<file path="src/rtl/conv_ctrl_pkg.sv">
// rtl/conv_ctrl_pkg.sv - shared state type and width helper for the convolver controller
package conv_ctrl_pkg;

  typedef enum logic [2:0] {
    IDLE  = 3'd0,
    LOAD  = 3'd1,
    MAC   = 3'd2,
    DRAIN = 3'd3,
    SAVE  = 3'd4,
    DONE  = 3'd5
  } state_t;

  // Counters sized for a single value still need one bit.
  function automatic int clog2_min1(input int n);
    int w;
    w = $clog2(n);
    return (w < 1) ? 1 : w;
  endfunction

endpackage

</file>
<file path="src/rtl/conv_tap_counter.sv">
// rtl/conv_tap_counter.sv - nested tap/channel operand counter
module conv_tap_counter
  import conv_ctrl_pkg::*;
#(
  parameter int KTAPS = 9,
  parameter int NCH   = 1,
  localparam int TAP_W = clog2_min1(KTAPS),
  localparam int CH_W  = clog2_min1(NCH)
) (
  input  logic             CLK,
  input  logic             RST,
  input  logic             clr,
  input  logic             inc,
  output logic [TAP_W-1:0] tap_idx,
  output logic [CH_W-1:0]  ch_idx,
  output logic             last
);

  logic tap_wrap;
  logic ch_wrap;

  assign tap_wrap = (tap_idx == TAP_W'(KTAPS - 1));
  assign ch_wrap  = (ch_idx == CH_W'(NCH - 1));
  assign last     = tap_wrap && ch_wrap;

  // Taps are the inner loop; the last operand wraps both back to zero.
  always_ff @(posedge CLK) begin
    if (!RST || clr) begin
      tap_idx <= '0;
      ch_idx  <= '0;
    end else if (inc) begin
      if (tap_wrap) begin
        tap_idx <= '0;
        ch_idx  <= ch_wrap ? '0 : ch_idx + 1'b1;
      end else begin
        tap_idx <= tap_idx + 1'b1;
      end
    end
  end

endmodule

</file>
<file path="src/rtl/conv_ctrl_fsm_p.sv">
// rtl/conv_ctrl_fsm_p.sv - parametrised convolver controller: load/MAC sequencing, drain, result write
module conv_ctrl_fsm_p
  import conv_ctrl_pkg::*;
#(
  parameter int KTAPS    = 9,
  parameter int NCH      = 1,
  parameter int NOUT     = 16,
  parameter int PIPE_LAT = 1,
  localparam int TAP_W  = clog2_min1(KTAPS),
  localparam int CH_W   = clog2_min1(NCH),
  localparam int ADDR_W = clog2_min1(NOUT)
) (
  input  logic              CLK,
  input  logic              RST,
  input  logic              start,
  input  logic              abort,
  input  logic              load_done,
  output logic              index_start,
  output logic              mac_en,
  output logic              mac_clr,
  output logic [TAP_W-1:0]  tap_idx,
  output logic [CH_W-1:0]   ch_idx,
  output logic              ram_en,
  output logic              ram_wen,
  output logic [ADDR_W-1:0] ram_addr,
  output logic              busy,
  output logic              eoc
);

  localparam int DR_W = clog2_min1((PIPE_LAT > 0) ? PIPE_LAT : 1);

  state_t            state;
  state_t            next_state;
  logic [DR_W-1:0]   drain_cnt;
  logic [ADDR_W-1:0] pix_idx;
  logic              last_op;
  logic              last_pix;
  logic              drain_done;
  logic              index_start_d;
  logic              mac_en_d;
  logic              mac_clr_d;
  logic              ram_en_d;
  logic              busy_d;
  logic              eoc_d;

  conv_tap_counter #(
    .KTAPS (KTAPS),
    .NCH   (NCH)
  ) u_tap_counter (
    .CLK     (CLK),
    .RST     (RST),
    .clr     (abort),
    .inc     (state == MAC),
    .tap_idx (tap_idx),
    .ch_idx  (ch_idx),
    .last    (last_op)
  );

  assign last_pix   = (pix_idx == ADDR_W'(NOUT - 1));
  assign drain_done = (drain_cnt == DR_W'(PIPE_LAT - 1));
  assign ram_addr   = pix_idx;

  always_ff @(posedge CLK) begin
    if (!RST) begin
      state <= IDLE;
    end else begin
      state <= next_state;
    end
  end

  // Outputs are decoded from the next state and registered, so each one
  // lines up with the cycle its state is occupied.
  always_comb begin
    next_state    = state;
    index_start_d = 1'b0;
    mac_en_d      = 1'b0;
    mac_clr_d     = 1'b0;
    ram_en_d      = 1'b0;
    busy_d        = 1'b0;
    eoc_d         = 1'b0;

    case (state)
      IDLE:  if (start) next_state = LOAD;
      LOAD:  if (load_done) next_state = MAC;
      MAC: begin
        if (!last_op)           next_state = LOAD;
        else if (PIPE_LAT == 0) next_state = SAVE;
        else                    next_state = DRAIN;
      end
      DRAIN: if (drain_done) next_state = SAVE;
      SAVE:  next_state = last_pix ? DONE : LOAD;
      DONE:  next_state = IDLE;
      default: next_state = IDLE;
    endcase

    if (abort) next_state = IDLE;

    index_start_d = (next_state == LOAD) && (state != LOAD);
    mac_en_d      = (next_state == MAC);
    mac_clr_d     = (next_state == MAC) && (tap_idx == '0) && (ch_idx == '0);
    ram_en_d      = (next_state == SAVE);
    eoc_d         = (next_state == DONE);
    busy_d        = (next_state != IDLE);
  end

  always_ff @(posedge CLK) begin
    if (!RST) begin
      index_start <= 1'b0;
      mac_en      <= 1'b0;
      mac_clr     <= 1'b0;
      ram_en      <= 1'b0;
      ram_wen     <= 1'b0;
      busy        <= 1'b0;
      eoc         <= 1'b0;
    end else begin
      index_start <= index_start_d;
      mac_en      <= mac_en_d;
      mac_clr     <= mac_clr_d;
      ram_en      <= ram_en_d;
      ram_wen     <= ram_en_d;
      busy        <= busy_d;
      eoc         <= eoc_d;
    end
  end

  always_ff @(posedge CLK) begin
    if (!RST || abort || state != DRAIN) begin
      drain_cnt <= '0;
    end else begin
      drain_cnt <= drain_cnt + 1'b1;
    end
  end

  always_ff @(posedge CLK) begin
    if (!RST || abort) begin
      pix_idx <= '0;
    end else if (state == SAVE) begin
      pix_idx <= last_pix ? '0 : pix_idx + 1'b1;
    end
  end

endmodule
</file>
<file path="config.mk">
export PLATFORM = sky130hd
export DESIGN_NAME = conv_ctrl_fsm_p
export DESIGN_NICKNAME = d
export VERILOG_FILES = /design/src/rtl/conv_ctrl_pkg.sv /design/src/rtl/conv_tap_counter.sv /design/src/rtl/conv_ctrl_fsm_p.sv
export SDC_FILE = /design/constraint.sdc
export NUM_CORES = 1
export LEC_CHECK = 0
export CORE_MARGIN = 10
export CORE_UTILIZATION = 42
export DETAILED_ROUTE_END_ITERATION = 8
export PLACE_DENSITY = 0.75
export SLEW_MARGIN = 15
export SYNTH_ARGS = -nofsm -noshare
export SYNTH_HDL_FRONTEND = slang
export SYNTH_HIERARCHICAL = 1
export SYNTH_SLANG_ARGS = --single-unit
</file>
<file path="constraint.sdc">
create_clock -name CLK -period 1.52 [get_ports CLK]
set_clock_uncertainty 0.1 [all_clocks]
set_input_delay 0.152 -clock CLK [delete_from_list [all_inputs] [get_ports CLK]]
set_output_delay 0.152 -clock CLK [all_outputs]
set_load 0.05 [all_outputs]
</file>
==> results.sh <==
export IMPL_status="complete, but fails checks"
export IMPL_violations="setup timing"
export IMPL_multiInputGateArea_um2=473
export IMPL_fin_cells=156
export IMPL_post_route_period_util_pct=104
export IMPL_gp_congestion=0.854
export IMPL_setup_viol=2
export IMPL_post_dp_hpwl_mm=1.58
export IMPL_syn_inst=91
export IMPL_rows=16
export IMPL_crit_required_ns=1.68
export IMPL_critPathMaxFanout=2
export IMPL_via_per_inst=5.03
export IMPL_grt_pass1_vias=711
export IMPL_cts_buffers=3
export IMPL_min_path_cells=3
export IMPL_path_class="flip-flop to flip-flop"
export IMPL_dieWidth_um=64.5
export IMPL_max_freq_mhz=633
export IMPL_synth_area_mux_share_pct=2.41
export IMPL_syn_nets=99
export IMPL_avgSynthCellArea_um2=9.13
export IMPL_syn2layout_area_growth_pct=62.7
export IMPL_grt_ovfl_total=0
export IMPL_start_kind="flip-flop"
export IMPL_synthXorXnorAreaFrac_pct=5.27
export IMPL_initial_core_util_pct=43.2
export IMPL_syn_area_um2=831
export IMPL_antenna_left=0
export IMPL_utilization_pct=70.3
export IMPL_synth_top_family_by_area="simple AND/OR/NAND/NOR gates"
export IMPL_diodes=0
export IMPL_maxSlewViolCount=0
export IMPL_routedWlPerCell_um=14.1
export IMPL_fin_ws_ns=-0.0591
export IMPL_cts_tree="done"
export IMPL_wirelength_mm=2.21
export IMPL_cts_htree_levels=1
export IMPL_fin_crit_ns=1.58
export IMPL_numClockSinks=18
export IMPL_grt_pass1_wl_mm=3.37
export IMPL_seq_area_frac_synth_pct=43.4
export IMPL_placed_cells_incl_taps=149
export IMPL_drt_initial_drc_count=17
export IMPL_yosysWarnings=6
export IMPL_core_area_um2=1920
export IMPL_grt_max_degree=11
export IMPL_reg2reg_depth=7
export IMPL_synth_fa_ha_area_share_pct=4.52
export IMPL_ys_ff_latch=18
export IMPL_final_hold_viol_count=0
export IMPL_cap_violations=0
export IMPL_synthDistinctLibCells=33
export IMPL_die_area_um2=4160
export IMPL_cp_arrival_ns=1.74
export IMPL_leakagePower_nw=0.552
export IMPL_drtPass1Iterations=4
export IMPL_root_buffer="clkbuf_4"
export IMPL_ir_worst_vdd_uv=433
export IMPL_io_pins=21
export IMPL_clk_latency_ns=0.30
export IMPL_rsz0062_at_grt="yes"
export IMPL_io_buffers=19
export IMPL_p_per_area_nw_per_um2=643
export IMPL_drc=0
export IMPL_routed_via_count=785
export IMPL_antenna_found_initial=0
export IMPL_final_nets=138
export IMPL_synthSimpleGateAreaFrac_pct=27.0
export IMPL_cts_buffer_depth=2
export IMPL_drive_gt1_share_pct=44.2
export IMPL_clk_pin_slew_ns=0.11
export IMPL_min_path_type="input pin to flip-flop"
export IMPL_cp_end_kind="flip-flop"
export IMPL_synth_compound_area_share_pct=11.6
export IMPL_fillers=147
export IMPL_seq_area_um2=379
export IMPL_grt_usage_pct=9.97
export IMPL_chipHeight_um=64.5
-- Yosys cell counts (all sizes together) --
library cell	count	area share [%]
dfxtp	18	43
nor2	11	5.0
a21oi	6	3.6
nor3	5	3.0
buf	4	3.6
nand2	4	1.8
ha	3	4.5
inv	3	1.4
nand2b	3	2.3
nand3b	3	2.7
xor2	3	3.2
a21o	2	1.8
and3	2	1.5
mux2i	2	2.4
nand4	2	1.5
nor3b	2	3.2
o21ai	2	1.2
xnor2	2	2.1
a2111oi	1	1.1
a211oi	1	0.90
and3b	1	1.1
clkbuf	1	0.45
conb	1	0.45
nor2b	1	0.75
nor4	1	0.75
o21a	1	0.90
o21bai	1	0.90
o2bb2a	1	1.2
or2	1	0.75
or2b	1	1.1
or3	1	0.75
or4	1	0.90
-- power by group --
part	internal, W	leakage (nW)	switching (W)
logic	0.0000399	0.380	0.0000532
registers	0.000472	0.151	0.00000329
clock network	0.000146	0.0210	0.000155
-- sequential cells by signal (all words and copies together), names as in the netlist --
register / cells
mac_en: 1
ram_addr: 4
drain_cnt: 1
u_tap_counter/tap_idx: 4
ram_wen: 1
eoc: 1
state: 3
index_start: 1
mac_clr: 1
busy: 1
-- per-layer routing --
metal / GRT usage (%) / share of wire (%)
met1: 11.5 / 42
met2: 16.4 / 51
met3: 3.61 / 6.3
met4: 4.01 / 1.4
met5: 0 / 0
-- critical path, cell delays in order (launching register included) --
cell and delay (ns):
dfxtp_4 0.36, inv_4 0.05, ha_4 0.11, and3b_1 0.18, nor2b_4 0.17, a21oi_2 0.06, a2111oi_4 0.36, or2_1 0.14
-- what timing repair did --
item                                    in CTS  in global routing
pin swaps                                    0                  7
gates cloned                                 0                  0
endpoints found under the setup margin       2                  6
setup buffers                                0                  3
hold buffers                                 0                  0
gates resized for setup                      2                  9
-- worst paths after layout --
kind / start / end / slack (ns)
hold reg to reg: state[2]$_SDFF_PN0_ / state[1]$_SDFF_PN0_ / 0.45
hold / removal: load_done / mac_en$_SDFF_PN0_ / 0.38
setup reg to reg: u_tap_counter/tap_idx[1]$_SDFFE_PP0P_ / busy$_SDFF_PN0_ / -0.06
setup / recovery: u_tap_counter/tap_idx[1]$_SDFFE_PP0P_ / busy$_SDFF_PN0_ / -0.06
-- cell families after synthesis --
family,after synthesis
adder cells (fa/ha/maj),3
other,1
XOR/XNOR,5
flip-flops,18
AO/OA/AOI/OAI,15
buffers and inverters,8
AND/OR/NAND/NOR,39
multiplexers,2
-- final cells by class --
type	count	area share, %
repair buffers	39	30.7
clock buffers	4	2.69
inverters	3	1.02
multi-input cells	65	35.0
well taps	27	2.50
flip-flops and latches	18	28.1
-- layout by cell type (no fill, tap or decap), types with 2 or more instances in the layout --
master | netlist | layout
a21o_1 | 2 | 2
o21ai_0 | 2 | 2
ha_1 | 3 | 2
nand3b_1 | 3 | 3
buf_12 | 0 | 9
clkdlybuf4s50_1 | 0 | 4
nor2_1 | 11 | 11
clkbuf_4 | 0 | 3
dfxtp_4 | 0 | 3
xnor2_1 | 2 | 2
nand4_1 | 2 | 2
a21oi_1 | 6 | 5
nand2_1 | 4 | 4
xor2_1 | 3 | 3
buf_4 | 4 | 26
nand2b_1 | 3 | 3
dfxtp_2 | 0 | 6
mux2i_1 | 2 | 2
nor3_1 | 5 | 5
and3_1 | 2 | 2
dfxtp_1 | 18 | 9
-- metrics by stage --
stage          total power [W]  TNS, ns  instance area (um^2)  setup WS, ns  hold WS (ns)
2_1_floorplan         0.000542   -0.116                   858       -0.0445         0.179
6_report              0.000869  -0.0776                  1350       -0.0591         0.383
3_3_place_gp          0.000573  -0.0854                  1250       -0.0629         0.421
4_1_cts               0.000864  -0.0233                  1290       -0.0233         0.384
3_5_place_dp          0.000574   -0.114                  1250       -0.0735         0.439
5_1_grt               0.000892   -0.341                  1350        -0.119         0.423
(Power assumes the default switching activity.)
